<file path="src/rtl/pc_redirect_ctrl_if.sv">
// Redirect request/response bundle between the pipeline
// and the PC redirect controller.
interface pc_redirect_ctrl_if;
  logic        eret_req;
  logic [31:0] epc;
  logic        exc_req;
  logic        exc_refill;
  logic        tlb_refetch_req;
  logic [31:0] refetch_pc;
  logic        br_req;
  logic [31:0] br_target;
  logic        if_busy;
  logic        redir_valid;
  logic [31:0] redir_pc;
  logic        pc_hold;
  logic        flush_if;
  logic        flush_id;
  logic        flush_ex;

  modport master (
    output eret_req, epc, exc_req, exc_refill,
    output tlb_refetch_req, refetch_pc,
    output br_req, br_target, if_busy,
    input  redir_valid, redir_pc, pc_hold,
    input  flush_if, flush_id, flush_ex
  );

  modport slave (
    input  eret_req, epc, exc_req, exc_refill,
    input  tlb_refetch_req, refetch_pc,
    input  br_req, br_target, if_busy,
    output redir_valid, redir_pc, pc_hold,
    output flush_if, flush_id, flush_ex
  );
endinterface

</file>
<file path="src/rtl/pc_redirect_ctrl.sv">
// PC redirect arbiter: picks the highest-priority redirect,
// holds it while fetch is busy, then issues a one-cycle strobe.
module pc_redirect_ctrl (
  input logic               clk,
  input logic               rst,
  pc_redirect_ctrl_if.slave bus
);

  typedef enum logic [1:0] {
    IDLE  = 2'd0,
    PEND  = 2'd1,
    ISSUE = 2'd2
  } state_e;

  localparam logic [1:0] C_BR  = 2'd0;
  localparam logic [1:0] C_RF  = 2'd1;
  localparam logic [1:0] C_EXC = 2'd2;
  localparam logic [1:0] C_ER  = 2'd3;

  localparam logic [31:0] V_REFILL = 32'hBFC0_0200;
  localparam logic [31:0] V_GEN    = 32'hBFC0_0380;

  state_e      state_q, state_d;
  logic [1:0]  cls_q, cls_d;
  logic [31:0] tgt_q, tgt_d;
  logic        valid_q;
  logic [31:0] pc_q;
  logic        fif_q, fid_q, fex_q;

  logic [3:0]  hit;
  logic        req_any;
  logic [1:0]  new_cls;
  logic [31:0] new_tgt;
  logic        take;

  assign hit[3] = bus.eret_req;
  assign hit[2] = bus.exc_req & ~bus.eret_req;
  assign hit[1] = bus.tlb_refetch_req
                & ~bus.exc_req & ~bus.eret_req;
  assign hit[0] = bus.br_req & ~bus.tlb_refetch_req
                & ~bus.exc_req & ~bus.eret_req;
  assign req_any = |hit;

  always_comb begin
    new_cls = C_BR;
    new_tgt = '0;
    unique case (1'b1)
      hit[3]: begin
        new_cls = C_ER;
        new_tgt = bus.epc + 32'd4;
      end
      hit[2]: begin
        new_cls = C_EXC;
        new_tgt = bus.exc_refill ? V_REFILL : V_GEN;
      end
      hit[1]: begin
        new_cls = C_RF;
        new_tgt = bus.refetch_pc;
      end
      hit[0]: begin
        new_cls = C_BR;
        new_tgt = bus.br_target;
      end
      default: ;
    endcase
  end

  // Issuing a non-branch makes a same-cycle branch wrong-path.
  always_comb begin
    take = 1'b0;
    unique case (state_q)
      IDLE:    take = req_any;
      PEND:    take = req_any & (new_cls > cls_q);
      ISSUE:   take = req_any & (new_cls >= cls_q);
      default: take = 1'b0;
    endcase
  end

  always_comb begin
    state_d = IDLE;
    cls_d   = cls_q;
    tgt_d   = tgt_q;
    if (take) begin
      cls_d = new_cls;
      tgt_d = new_tgt;
    end
    if (take || state_q == PEND) begin
      state_d = bus.if_busy ? PEND : ISSUE;
    end
  end

  always_ff @(posedge clk) begin
    if (rst) begin
      state_q <= IDLE;
      cls_q   <= C_BR;
      tgt_q   <= '0;
      valid_q <= 1'b0;
      pc_q    <= '0;
      fif_q   <= 1'b0;
      fid_q   <= 1'b0;
      fex_q   <= 1'b0;
    end else begin
      state_q <= state_d;
      cls_q   <= cls_d;
      tgt_q   <= tgt_d;
      valid_q <= (state_d == ISSUE);
      pc_q    <= (state_d == ISSUE) ? tgt_d : '0;
      fif_q   <= (state_d == ISSUE);
      fid_q   <= (state_d == ISSUE) & (cls_d != C_BR);
      fex_q   <= (state_d == ISSUE) & (cls_d != C_BR);
    end
  end

  assign bus.redir_valid = valid_q;
  assign bus.redir_pc    = pc_q;
  assign bus.flush_if    = fif_q;
  assign bus.flush_id    = fid_q;
  assign bus.flush_ex    = fex_q;
  assign bus.pc_hold     = ~rst
                         & ((state_q == PEND)
                         | (take & bus.if_busy));

endmodule
</file>
<file path="src/flat_wrapper.sv">
// flat-port wrapper written by rule: the top's interface ports become plain ports
module pc_redirect_ctrl_flat 
  (clk, rst, bus_eret_req, bus_epc, bus_exc_req, bus_exc_refill, bus_tlb_refetch_req, bus_refetch_pc, bus_br_req, bus_br_target, bus_if_busy, bus_redir_valid, bus_redir_pc, bus_pc_hold, bus_flush_if, bus_flush_id, bus_flush_ex);
  pc_redirect_ctrl_if bus_i ();
  input logic clk;
  input logic rst;
  input wire logic [$bits(bus_i.eret_req)-1:0] bus_eret_req;
  input wire logic [$bits(bus_i.epc)-1:0] bus_epc;
  input wire logic [$bits(bus_i.exc_req)-1:0] bus_exc_req;
  input wire logic [$bits(bus_i.exc_refill)-1:0] bus_exc_refill;
  input wire logic [$bits(bus_i.tlb_refetch_req)-1:0] bus_tlb_refetch_req;
  input wire logic [$bits(bus_i.refetch_pc)-1:0] bus_refetch_pc;
  input wire logic [$bits(bus_i.br_req)-1:0] bus_br_req;
  input wire logic [$bits(bus_i.br_target)-1:0] bus_br_target;
  input wire logic [$bits(bus_i.if_busy)-1:0] bus_if_busy;
  output wire logic [$bits(bus_i.redir_valid)-1:0] bus_redir_valid;
  output wire logic [$bits(bus_i.redir_pc)-1:0] bus_redir_pc;
  output wire logic [$bits(bus_i.pc_hold)-1:0] bus_pc_hold;
  output wire logic [$bits(bus_i.flush_if)-1:0] bus_flush_if;
  output wire logic [$bits(bus_i.flush_id)-1:0] bus_flush_id;
  output wire logic [$bits(bus_i.flush_ex)-1:0] bus_flush_ex;
  assign bus_i.eret_req = bus_eret_req;
  assign bus_i.epc = bus_epc;
  assign bus_i.exc_req = bus_exc_req;
  assign bus_i.exc_refill = bus_exc_refill;
  assign bus_i.tlb_refetch_req = bus_tlb_refetch_req;
  assign bus_i.refetch_pc = bus_refetch_pc;
  assign bus_i.br_req = bus_br_req;
  assign bus_i.br_target = bus_br_target;
  assign bus_i.if_busy = bus_if_busy;
  assign bus_redir_valid = bus_i.redir_valid;
  assign bus_redir_pc = bus_i.redir_pc;
  assign bus_pc_hold = bus_i.pc_hold;
  assign bus_flush_if = bus_i.flush_if;
  assign bus_flush_id = bus_i.flush_id;
  assign bus_flush_ex = bus_i.flush_ex;
  pc_redirect_ctrl u_core (.clk(clk), .rst(rst), .bus(bus_i));
endmodule
</file>
<file path="config.mk">
export PLATFORM = sky130hd
export DESIGN_NAME = pc_redirect_ctrl_flat
export DESIGN_NICKNAME = d
export VERILOG_FILES = /design/src/rtl/pc_redirect_ctrl_if.sv /design/src/rtl/pc_redirect_ctrl.sv /design/src/flat_wrapper.sv
export SDC_FILE = /design/constraint.sdc
export NUM_CORES = 1
export LEC_CHECK = 0
export CORE_AREA = 2 2 102 104
export CTS_BUF_LIST = sky130_fd_sc_hd__clkbuf_4 sky130_fd_sc_hd__clkbuf_8
export DETAILED_ROUTE_END_ITERATION = 10
export DIE_AREA = 0 0 104 106
export PLACE_DENSITY = 0.74
export SYNTH_ARGS = -nofsm -noshare
export SYNTH_HDL_FRONTEND = slang
export SYNTH_SLANG_ARGS = --single-unit
</file>
<file path="constraint.sdc">
create_clock -name clk -period 2.8 [get_ports clk]
set_clock_uncertainty 0.15 [all_clocks]
set_input_delay 0.28 -clock clk [delete_from_list [all_inputs] [get_ports clk]]
set_output_delay 0.28 -clock clk [all_outputs]
set_load 0.01 [all_outputs]
</file>
## Yosys cells after proc, flatten, opt, wreduce, memory -nomap -nowiden

Index checks and enable logic that the tools add are counted.

| storage, ports and cells | value |
|---|---|
| register bits after elaboration | 70 |
| bits in latches | 0 |
| memory bits (writable) | 0 |
| bits in read-only memories | 0 |
| input bits | 104 |
| output and inout bits | 37 |
| logic and storage cells | 42 |
| memories kept | 0 |

| operators by class | value |
|---|---|
| add/subtract/negate cells | 1 |
| multipliers | 0 |
| divide/modulo/power cells | 0 |
| order comparisons | 2 |
| eq/ne operators | 3 |
| shift operators | 0 |
| muxes and demuxes | 8 |
| bitwise operators | 17 |
| reductions and logical operators | 5 |

Operator list:

| operator | count |
|---|---|
| $pmux W32 S4 | 1 |
| $add A32 B3 Y32 const B | 1 |
| $mux W32 | 1 |
| $and A1 B1 Y1 | 11 |
| $mux W9 | 1 |
| $mux W2 | 3 |
| $pmux W2 S3 | 1 |
| $not A1 Y1 | 5 |
| $eq A2 B2 Y1 const B | 2 |
| $reduce_or A4 Y1 | 1 |
| $pmux W1 S3 | 1 |
| $eq A2 B1 Y1 const B | 1 |
| $ge A2 B2 Y1 | 1 |
| $gt A2 B2 Y1 | 1 |
| $logic_not A2 Y1 | 1 |
| $reduce_bool A2 Y1 | 1 |
| $reduce_or A2 Y1 | 1 |
| $logic_or A1 B1 Y1 | 1 |
| $or A1 B1 Y1 | 1 |

## Depth between registers and ports, before layout

| logic depth | value |
|---|---|
| depth in word-level cells | 12 |
| gate-level depth with buffers | 12 |
| mapped depth without buffers | 8 |

## Worst setup path after synthesis

OpenSTA, ideal clock, no wires.

| timing | value |
|---|---|
| kind | input to output |
| from | input bus_tlb_refetch_req |
| to | output bus_pc_hold |
| arrival time | 2638 ps |
| data required time | 2370 ps |
| path slack | -268 ps |
| stages | 12 |
| buffers on the path | 5 |
| path through | buf_2 > clkbuf_1 > clkbuf_1 > a21oi_1 > ha_1 > nor4bb_1 > or3_1 > buf_2 > nor3_4 > buf_2 > a21oi_1 > nor2_1 |

| on the way | value |
|---|---|
| word-level cells in the longest chain between the ends | 10 |
| elaborated cells between the ends (all ways) | 16 |
| classes of those cells | order compare: 2; mux: 2; bitwise: 11; reduce/logical: 1 |

RTL lines:

| item | line | RTL |
|---|---|---|
| from (decl) | flat_wrapper.sv:11 | `input wire logic [$bits(bus_i.tlb_refetch_req)-1:0] bus_tlb_refetch_req;` |
| branches (longest 6 deep; another with $ge A2 B2 Y1) | -- |  |
| $pmux W1 S3 * | pc_redirect_ctrl.sv:71 | `unique case (state_q)` |
| $and A1 B1 Y1 * | pc_redirect_ctrl.sv:121 | `\| (take & bus.if_busy));` |
| $or A1 B1 Y1 * | pc_redirect_ctrl.sv:121 |  |
| $and A1 B1 Y1 * | pc_redirect_ctrl.sv:120 | `& ((state_q == PEND)` |
| to (decl) | flat_wrapper.sv:18 | `output wire logic [$bits(bus_i.pc_hold)-1:0] bus_pc_hold;` |

Every way passes the cells marked *.

==> impl_metrics.toml <==
[global_route]
grtUsageTotal_pct = 25.0
grt_max_degree = 63
grt_pass1_wl_mm = 22.0
gr-total-overflow = 0
number_of_antenna_violations_at_the_first_check_in_global_routing = 0
number_of_global_route_vias_before_repair = 4382

[synth]
synthesis.instances = 499
flop_and_latch_count_out_of_synthesis = 69
synth_top_flop_cell = "dfxtp_1"
netlist_area_sq_um = 4040
yosys_warnings = 0
synth-edff-count = 0
synth.avg_cell_area_sq_um = 8.09
synthDistinctLibCells = 72
ys_async_sr_fraction_pct = 0
synth_seq_area_share_pct = 34.2
syn-num-nets = 610

[power_and_ir_drop]
pwr-share-clk_pct = 26.6
cellLeakagePower_nw = 2.30
fin_total_pwr_mw = 3.58
seq_power_share_pct = 34.3
power.net_switching_mw = 1.16
combPwrFrac_pct = 39.1
internal-power_mw = 2.42
power_density_nw_per_um2 = 590
sw_frac_of_total_pct = 32.4
peakVddDrop_mv = 0.306

[worst_hold_path]
hold_path_class = "in2reg"
hold_path_end = "u_core.cls_q[0]$_SDFF_PP0_"
hp-start = "bus_tlb_refetch_req"
hold-path-cell-count = 3

[clock_tree]
path_clk_slew_ps = 90
clock_tree.buffer_depth = 2
post_cts.repair.setup_buffers = 0
cts_hold_repair.buffers = 0
cts_buffers = 9
clock_sink_count = 69
h-tree-depth = 3
cts-root-buf = "clkbuf_8"
cts_tree = "done"
source_to_sink_clock_delay_at_the_later_pin_of_the_worst_skew_pair_ps = 350

[floorplanning]
placement_rows = 37
pin_count = 141
die_height_um = 106
floorplan.die_area_sq_um = 11000
chipWidth_um = 104
initial_utilization_pct = 40.4
core_area_sq_um = 10000

[sta]
final_period_minus_worst_setup_slack_ps = 2610
timing_hold_violations_final = 0
achievable-frequency_mhz = 383
slew_violations = 0
finalCritPeriodShare_pct = 93.3
worst-slew-pin-transition_ps = 631
fin_hold_ws_ps = 185
slew_headroom_pct = 57.7
postLayoutSetupSlackWorst_ps = 187
final-setup-viol-count = 0
setup_repair_after_global_routing_missed_its_margin = "false"

[finish]
layout.filler_cells = 922
final_core_util_pct = 60.7
flow.area_growth_from_synthesis_pct = 50.4
nets = 766
post_route_cells_drive_above_1_share_pct = 12.9
n_antenna_cell = 0
final_design_area_no_fill_sq_um = 6070

[worst_setup_path]
end_kind = "output port"
r2r_cells = 9
reg2reg_to = "u_core.tgt_q[4]$_SDFF_PP0_"
reg2reg_from = "u_core.bus.redir_valid$_SDFF_PP0_"
criticalPathCategory = "reg2out"
critPathRequiredTime_ps = 2370
worstPathArrival_ps = 2180
timing.critical_path.from = "u_core.bus.redir_valid$_SDFF_PP0_"
crit_path_max_fanout = 5
ff2ff_setup_slack_ps = 260
critical_path.startpoint_type = "flop"

[routing]
initialDrtViolationCount = 267
dr_total_vias = 4476
route.detailed.vias_per_inst = 5.62
detail_route.wirelength_mm = 13.7
post_drt_wl_per_cell_um = 17.3
antenna_left = 0
drc = 0
detailedRoute.firstPassIterationCount = 8

[place]
io_buffer_count = 140
place.gp.congestion = 0.933
post-place-ws_ps = -523
dpl_cell_area_sq_um = 5820
hpwl_after_detailed_placement_mm = 10.5

[outcome]
outcome = "finished clean"

[flow_run]
maxCapViolCount = 0
[layer usage]
layer	up-vias	track usage (%)	share of wire, %
li1	2177	-	-
met1	2098	32.3	44
met2	180	42.2	48
met3	21	4.97	6.5
met4	0	7.43	1.6
met5	-	0	0
[registers in the layout (all words and copies together), names as in the netlist]
| signal | flops |
|---|---|
| u_core.state_q | 1 |
| u_core.bus.redir_pc | 32 |
| u_core.tgt_q | 32 |
| u_core.bus.flush_id | 1 |
| u_core.bus.redir_valid | 1 |
| u_core.cls_q | 2 |
[logic make-up after synthesis]
family	count (synthesis)	synth area share, %
adders and majority gates	7	2.17
buffers and inverters	51	5.74
muxes	15	3.72
and+or+nand+nor	222	30.9
xor gates and xnor gates	5	1.09
DFF	69	34.2
AOI/OAI and AO/OA	130	22.1
[through the flow]
stage	std cells	TNS, ps
2_1_floorplan	499	-1.56
3_3_place_gp	780	-16900
3_5_place_dp	780	-19890
4_1_cts	796	0
5_1_grt	796	0
6_report	796	0
[repair_timing]
| item | CTS | global route |
|---|---|---|
| pin swaps | 1 | 3 |
| resized for setup | 6 | 4 |
| endpoints found under the setup margin | 28 | 34 |
[how the worst max path moves through the flow]
stage | end | slack, ps | depth (start not counted)
after floorplan | bus_pc_hold | -2 | 12
final | bus_pc_hold | 190 | 8
after global placement | bus_pc_hold | -490 | 10
after global routing | bus_pc_hold | 30 | 8
after CTS | bus_pc_hold | 20 | 11
after detailed placement | bus_pc_hold | -520 | 10
[placed cells by master (no fill, tap or decap), types with 3 or more instances in the layout]
cell type	count
o21ai_0	26
nand2b_1	5
nand2_1	48
o22ai_1	6
and3b_1	3
a211oi_1	14
a21oi_1	25
inv_1	11
buf_12	4
nand4_1	16
and4_1	5
a2bb2oi_1	4
a41oi_1	3
nor2_1	42
nand3_1	10
mux2i_1	15
o32ai_1	6
o31a_1	8
nand3b_1	15
a221oi_1	4
xnor2_1	3
clkbuf_8	11
dfxtp_1	69
or4_1	3
and3_1	4
buf_4	38
a31oi_1	6
nor3_1	23
nor2b_1	15
ha_1	7
nor4_1	12
clkdlybuf4s50_1	136
[power by group through the flow]
stage,logic (mW),registers [mW],clock network (mW)
global route,1.52,1.24,1.01
global placement,1.34,1.25,0
CTS,1.39,1.23,0.960
finish,1.40,1.23,0.953
floorplan,0.771,1.26,0
detailed placement,1.38,1.25,0
[synth_stat cells, types with 2 or more instances]
master / number / area [sq um]
nand2b_1: 5 / 31.3
or4_1: 3 / 22.5
a31oi_1: 6 / 37.5
ha_1: 7 / 87.6
o32ai_1: 6 / 52.6
dfxtp_1: 69 / 1380
nor2_1: 43 / 161
o22ai_1: 6 / 37.5
a211oi_1: 14 / 105
nand4_1: 16 / 100
a21oi_1: 27 / 135
nand3_1: 10 / 50.1
nand2_1: 48 / 180
xor2_1: 2 / 17.5
clkbuf_1: 19 / 71.3
buf_1: 3 / 11.3
nor4_1: 12 / 75.1
o211ai_1: 2 / 15.0
o31a_1: 8 / 70.1
or2_2: 2 / 12.5
o2111ai_1: 2 / 17.5
nor2b_1: 15 / 93.8
nor3_1: 24 / 120
and4_1: 5 / 43.8
a31o_2: 2 / 17.5
mux2i_1: 15 / 150
buf_4: 5 / 37.5
buf_2: 11 / 55.1
o21ai_0: 26 / 130
o2bb2ai_1: 2 / 17.5
or3_1: 2 / 12.5
a22oi_1: 2 / 15.0
nor4b_1: 2 / 17.5
nand3b_1: 15 / 113
inv_1: 11 / 41.3
a2bb2oi_1: 4 / 35.0
a221oi_1: 4 / 35.0
and3_1: 4 / 25.0
xnor2_1: 3 / 26.3
and3b_1: 3 / 26.3
a41oi_1: 3 / 26.3
[worst max-delay path, cell delays in order (launching register included)]
cell and delay (ps):
dfxtp_1 360, inv_1 110, ha_1 280, nor2_1 120, or3_4 400, nor3_4 220
a21oi_2 90, nor2_2 100, buf_2 140
[cell type report]
class	count	area (sq um)	area share [%]
multi-input cells	379	2460	40.5
clock inverters	5	81.3	1.34
inverters	12	45.0	0.742
well taps	136	170	2.80
repair buffers	184	1780	29.3
flip-flops and latches	69	1380	22.8
clock buffers	11	151	2.50
No activity file was read; power rests on OpenSTA's default activity.
